**src/rtl/timer_pkg.sv**
```systemverilog
// Shared types for the timer subsystem.
// Holds the countdown FSM states and default width.
package timer_pkg;

   typedef enum logic [1:0] {
      IDLE,
      RUN,
      PAUSED,
      EXPIRED
   } cd_state_t;

   localparam int DEF_WIDTH = 16;

endpackage

```
**src/rtl/tick_prescaler.sv**
```systemverilog
// Clock divider producing one tick every PRESCALE
// enabled cycles; clr restarts the phase at zero.
module tick_prescaler #(
   parameter int PRESCALE = 1
) (
   input  logic clk,
   input  logic rst,
   input  logic en,
   input  logic clr,
   output logic tick
);

   localparam int CW =
      (PRESCALE > 1) ? $clog2(PRESCALE) : 1;
   localparam logic [CW-1:0] LAST =
      CW'(PRESCALE - 1);

   logic [CW-1:0] cnt;

   assign tick = en && (cnt == LAST);

   // phase counter: wraps on tick, holds when disabled
   always_ff @(posedge clk or negedge rst) begin
      if (!rst) begin
         cnt <= '0;
      end else if (clr) begin
         cnt <= '0;
      end else if (en) begin
         cnt <= tick ? '0 : cnt + CW'(1);
      end
   end

endmodule

```
**src/rtl/countdown_timer.sv**
```systemverilog
// Down counter with start/stop/pause, expiry pulse
// and optional auto-reload for periodic events.
module countdown_timer
   import timer_pkg::*;
#(
   parameter int WIDTH    = DEF_WIDTH,
   parameter int PRESCALE = 1
) (
   input  logic             clk,
   input  logic             rst,
   input  logic             load,
   input  logic [WIDTH-1:0] load_val,
   input  logic             start,
   input  logic             stop,
   input  logic             auto_reload,
   output logic [WIDTH-1:0] count,
   output logic             running,
   output logic             done
);

   cd_state_t        state_q, state_d;
   logic [WIDTH-1:0] count_q, count_d;
   logic [WIDTH-1:0] reload_q, reload_d;
   logic             done_q, done_d;
   logic             run_q;
   logic             tick, en, clr;

   // load and stop freeze the prescaler in the
   // cycle they are taken, so no tick slips in
   assign en = (state_q == RUN) && !load && !stop;

   tick_prescaler #(
      .PRESCALE (PRESCALE)
   ) u_pre (
      .clk  (clk),
      .rst  (rst),
      .en   (en),
      .clr  (clr),
      .tick (tick)
   );

   // next state: load > stop > start > tick
   always_comb begin
      state_d  = state_q;
      count_d  = count_q;
      reload_d = reload_q;
      done_d   = 1'b0;
      clr      = 1'b0;
      if (load) begin
         count_d  = load_val;
         reload_d = load_val;
         state_d  = IDLE;
         clr      = 1'b1;
      end else if (stop) begin
         if (state_q == RUN) begin
            state_d = PAUSED;
         end
      end else if (start && state_q != RUN) begin
         unique case (state_q)
            IDLE: begin
               if (count_q != '0) begin
                  state_d = RUN;
                  clr     = 1'b1;
               end
            end
            PAUSED: begin
               state_d = RUN;
            end
            EXPIRED: begin
               count_d = reload_q;
               clr     = 1'b1;
               if (reload_q != '0) begin
                  state_d = RUN;
               end
            end
            default: begin
            end
         endcase
      end else if (tick) begin
         if (count_q > WIDTH'(1)) begin
            count_d = count_q - WIDTH'(1);
         end else begin
            done_d = 1'b1;
            if (auto_reload && reload_q != '0) begin
               count_d = reload_q;
            end else begin
               count_d = '0;
               state_d = EXPIRED;
            end
         end
      end
   end

   // state, count, reload and output registers
   always_ff @(posedge clk or negedge rst) begin
      if (!rst) begin
         state_q  <= IDLE;
         count_q  <= '0;
         reload_q <= '0;
         done_q   <= 1'b0;
         run_q    <= 1'b0;
      end else begin
         state_q  <= state_d;
         count_q  <= count_d;
         reload_q <= reload_d;
         done_q   <= done_d;
         run_q    <= (state_d == RUN);
      end
   end

   assign count   = count_q;
   assign running = run_q;
   assign done    = done_q;

endmodule

```
**config.mk**
```make
export PLATFORM = sky130hd
export DESIGN_NAME = countdown_timer
export DESIGN_NICKNAME = d
export VERILOG_FILES = /design/src/rtl/timer_pkg.sv /design/src/rtl/tick_prescaler.sv /design/src/rtl/countdown_timer.sv
export SDC_FILE = /design/constraint.sdc
export NUM_CORES = 1
export LEC_CHECK = 0
export ABC_AREA = 1
export BUFFER_PORTS_ARGS = -buffer_cell sky130_fd_sc_hd__buf_2
export CAP_MARGIN = 20
export CELL_PAD_IN_SITES_DETAIL_PLACEMENT = 0
export CELL_PAD_IN_SITES_GLOBAL_PLACEMENT = 1
export CORE_AREA = 2 2 84 86
export DETAILED_ROUTE_END_ITERATION = 6
export DIE_AREA = 0 0 86 88
export PLACE_DENSITY_LB_ADDON = 0.1
export SLEW_MARGIN = 20
export SYNTH_ARGS = -nofsm -noshare
export SYNTH_HDL_FRONTEND = slang
export SYNTH_SLANG_ARGS = --single-unit
export TNS_END_PERCENT = 1
```
**constraint.sdc**
```tcl
create_clock -name clk -period 1.7 [get_ports clk]
set_clock_uncertainty 0.2 [all_clocks]
set_input_delay 0.17 -clock clk [delete_from_list [all_inputs] [get_ports clk]]
set_output_delay 0.17 -clock clk [all_outputs]
set_load 0.01 [all_outputs]
```
==> flow_results.org <==
** STA
- Static timing analysis puts the maximum clock frequency at 0.506 GHz.
- The total count of hold-check failures in the final report was 0.
- Pins Over Slew Limit :: 0
- Setup repair after global routing could not meet its margin everywhere.
- Dividing the final minimum period by the clock period gives 1.16.
- Relative slew slack :: 0.674
- Counting I/O delays and the setup requirement, the final critical path takes 1980 ps.
- At the pin with the least slew margin, the transition time is between 400 and 500 ps.
- Worst path setup slack after routing :: -277 ps
- # setup viols final :: 19

** Run
- The tool flagged a number of max-cap violations equal to 0.

** CTS
- Sink Count :: 37
- Clock tree from TritonCTS :: yes
- Clk_lat worst skew :: 280 ps
- Cts bufs inserted :: 5
- The H-tree was split into 2 levels.
- CTS clock-pin slew for the worst setup and hold paths :: 70 ps
- In this run the clock root is driven by a sky130_fd_sc_hd__clkbuf_8.
- CTS Buffer Depth :: 2

** Logic synthesis
- sky130_fd_sc_hd__dfrtp_1 takes more of the synthesized area than any other cell.
- The number of nets handed over by synthesis was 355.
- Each instance of the synthesized netlist takes up on average 7.32 um2.
- Yosys warning total :: 0
- After synthesis the netlist holds a flip-flop and latch count of 37.
- For this run, the register share of the synthesized area comes to 0.389.
- Mapped Area :: 2380 um2
- Synth Instances :: 325
- Share of the synthesized area in the top cell type :: 0.389
- In this run, distinct cell masters in the synthesized netlist total 33.
- Yosys attributes the largest share of cell area to sky130_fd_sc_hd__dfrtp_1 39%, sky130_fd_sc_hd__nand2_1 15%, sky130_fd_sc_hd__nor2_1 7.1%.

** Setup path
- Sort of element at the end of the critical path :: flip-flop
- Highest fanout seen on the critical path :: 8
- Data on the critical path is required at its endpoint by 1670 ps.
- By startpoint and endpoint, the worst setup path is classified as reg -> reg.
- The worst setup path is launched from a flip-flop.
- Worst path arrival time :: 1950 ps

** Floorplanning
- Number of primary I/O pins :: 40
- Measured along the y axis, the die boundary spans 88 um.
- In this run the core area contains 30 standard-cell rows.
- The initial utilization of the core area, before any placement, comes to 0.358.
- In this run the horizontal extent of the chip is approximately 86 um.
- Core Box Area :: around 6600 um2
- Area of the die :: 7570 um2

** Global routing
- Entering global routing, the biggest net connects 22 pins.
- Global-route wire length before repair :: approximately 11000 um
- Leftover overflow at the end of global routing :: 0
- Vias in the first global route :: between 2000 and 2500
- The number of antenna violations at the first check in global routing came to 0.
- In the global route stage, overall resource usage came out at 0.195.

** Place
- OpenSTA, run right after detailed placement, puts the worst setup slack at -328 ps.
- The count of buffers added on input and output ports is 39.
- In this run, placement finished with an instance count of roughly 500.
- Once placement finished, the instance area stood at approximately 3200 um2.
- The congestion estimate from routability-driven global placement came to slightly below 0.9.
- Final HPWL from detailed placement :: 5480 um

** Routing
- Detailed Route Iter0 Violations :: between 80 and 90
- Average vias per placed instance :: between 4 and 5
- Final routed wirelength across all metal layers :: 6870 um
- The pre-antenna-repair detailed-routing pass consisted of 4 iterations.
- For this run, design rule violations remaining after detail routing come to 0.
- Number of routed nets with antenna violations :: 0
- The routed layout has ~2500 vias.
- Average detailed-routed wire length per instance :: roughly 13 um

** Power
- Power consumption :: 2640 uW
- Across the VDD grid, the largest voltage drop is 0.000383 V.
- For this design the static power due to leakage is roughly 0.0018 uW.
- Pwr/cell area :: about 750 nW/um2

** Cells and area
- Count of nets after finishing :: 482
- Summing all non-filler instances in the final layout gives an area of between 3000 and 4000 um2.
- Area growth from synthesis to final layout :: 48.7%
- At the end of the flow the core is filled with cells to 0.532.
- Ratio of cells with drive above 1 in the final layout :: 0.372
- 0 antenna diodes ended up in the layout.
- The finished layout holds 532 standard cells, fillers aside.

** Status
- Outcome :: complete, but fails checks
- Violations in the final reports :: setup timing

** Min path
- The min-delay analysis places its worst path in the category in -> reg.
==> cells in the mapped netlist, drive strengths merged <==
| master | n |
|---|---|
| a211oi | 1 |
| a21oi | 11 |
| a31oi | 2 |
| buf | 6 |
| clkbuf | 2 |
| clkinv | 1 |
| dfrtp | 37 |
| ha | 8 |
| inv | 32 |
| nand2 | 101 |
| nand3 | 26 |
| nand3b | 2 |
| nand4 | 5 |
| nor2 | 52 |
| nor3 | 3 |
| o211ai | 3 |
| o21a | 3 |
| o21ai | 19 |
| o311ai | 1 |
| or2 | 4 |
| xnor2 | 3 |
| xor2 | 3 |
==> power by group <==
group | switching (uW) | internal, uW | total [uW] | leakage [uW]
clock network | 308 | 322 | 630 | 0.0000443
registers | 56.7 | 976 | 1030 | 0.000449
logic | 508 | 467 | 975 | 0.00130
==> through the flow <==
stage | hold slack, ps | setup TNS (ps)
after floorplan | -326 | -2210
after global placement | -60.6 | -4900
after detailed placement | -60.4 | -4840
after CTS | 33.1 | -3320
after global routing | 39.0 | -5470
final | 26.2 | -3590
==> registers in the layout (all words and copies together), names as in the netlist <==
name       count
reload_q      16
u_pre.cnt      1
state_q        2
running        1
done           1
count         16
==> worst max-delay path, stage by stage (launching register included) <==
cell,delay (ps)
sky130_fd_sc_hd__dfrtp_1,410
sky130_fd_sc_hd__inv_2,90
sky130_fd_sc_hd__ha_4,140
sky130_fd_sc_hd__buf_6,100
sky130_fd_sc_hd__nand3_4,50
sky130_fd_sc_hd__or2_4,280
sky130_fd_sc_hd__o311ai_4,130
sky130_fd_sc_hd__buf_4,210
sky130_fd_sc_hd__o211ai_1,80
sky130_fd_sc_hd__o21a_1,190
==> final timing paths <==
kind                       slack (ps)      endpoint         start  depth (start not counted)
max reg2reg                      -280      count[1]    state_q[1]                          9
max                              -280      count[1]    state_q[1]                          9
min in group asynchronous         160   reload_q[5]           rst                          2
min                                30   reload_q[7]   load_val[7]                          3
max in group asynchronous         670  reload_q[12]           rst                          3
min reg2reg                       300  reload_q[15]  reload_q[15]                          2
==> cell usage in the layout, fill, tap and decap left out, drive strengths merged <==
cell,n
ha,8
nand2,101
xor2,3
nor3,3
a21oi,11
clkbuf,7
nand4,5
a31oi,2
clkinv,1
o311ai,1
nor2,52
o21a,3
or2,4
nand3b,2
inv,32
o211ai,3
nand3,26
buf,113
o21ai,19
dfrtp,37
xnor2,3
dlygate4sd3,15
a211oi,1
==> layout make-up <==
| type | count | area, um2 |
|---|---|---|
| inverters | 33 | 134 |
| multi-input cells | 247 | 1360 |
| flip-flops and latches | 37 | 927 |
| repair buffers | 128 | 933 |
| fillers | 703 | 3110 |
| well taps | 80 | 100 |
| clock buffers | 7 | 86.3 |
==> per-layer routing <==
metal,vias to the layer above,track usage,wire length [um]
li1,1292,-,-
met1,1131,0.255,3220
met2,46,0.336,3360
met3,8,0.0283,196
met4,0,0.0592,95
met5,-,0,0
==> kinds of logic after synthesis <==
family                   after synthesis  share of synthesized area
flip-flops                            37                      0.389
AO/OA/AOI/OAI                         40                      0.103
XOR/XNOR                               6                     0.0221
buffers and inverters                 41                     0.0815
AND/OR/NAND/NOR                      193                      0.362
adder cells (fa/ha/maj)                8                     0.0421
==> what timing repair did <==
item,4_1_cts,5_1_grt
gates resized for setup,21,9
setup endpoints to repair,19,19
hold buffers,15,0
endpoints found under the hold margin,51,0
buffers inserted,1,1
pin swaps,7,7
Note: power is estimated with default switching activity, not from simulation.
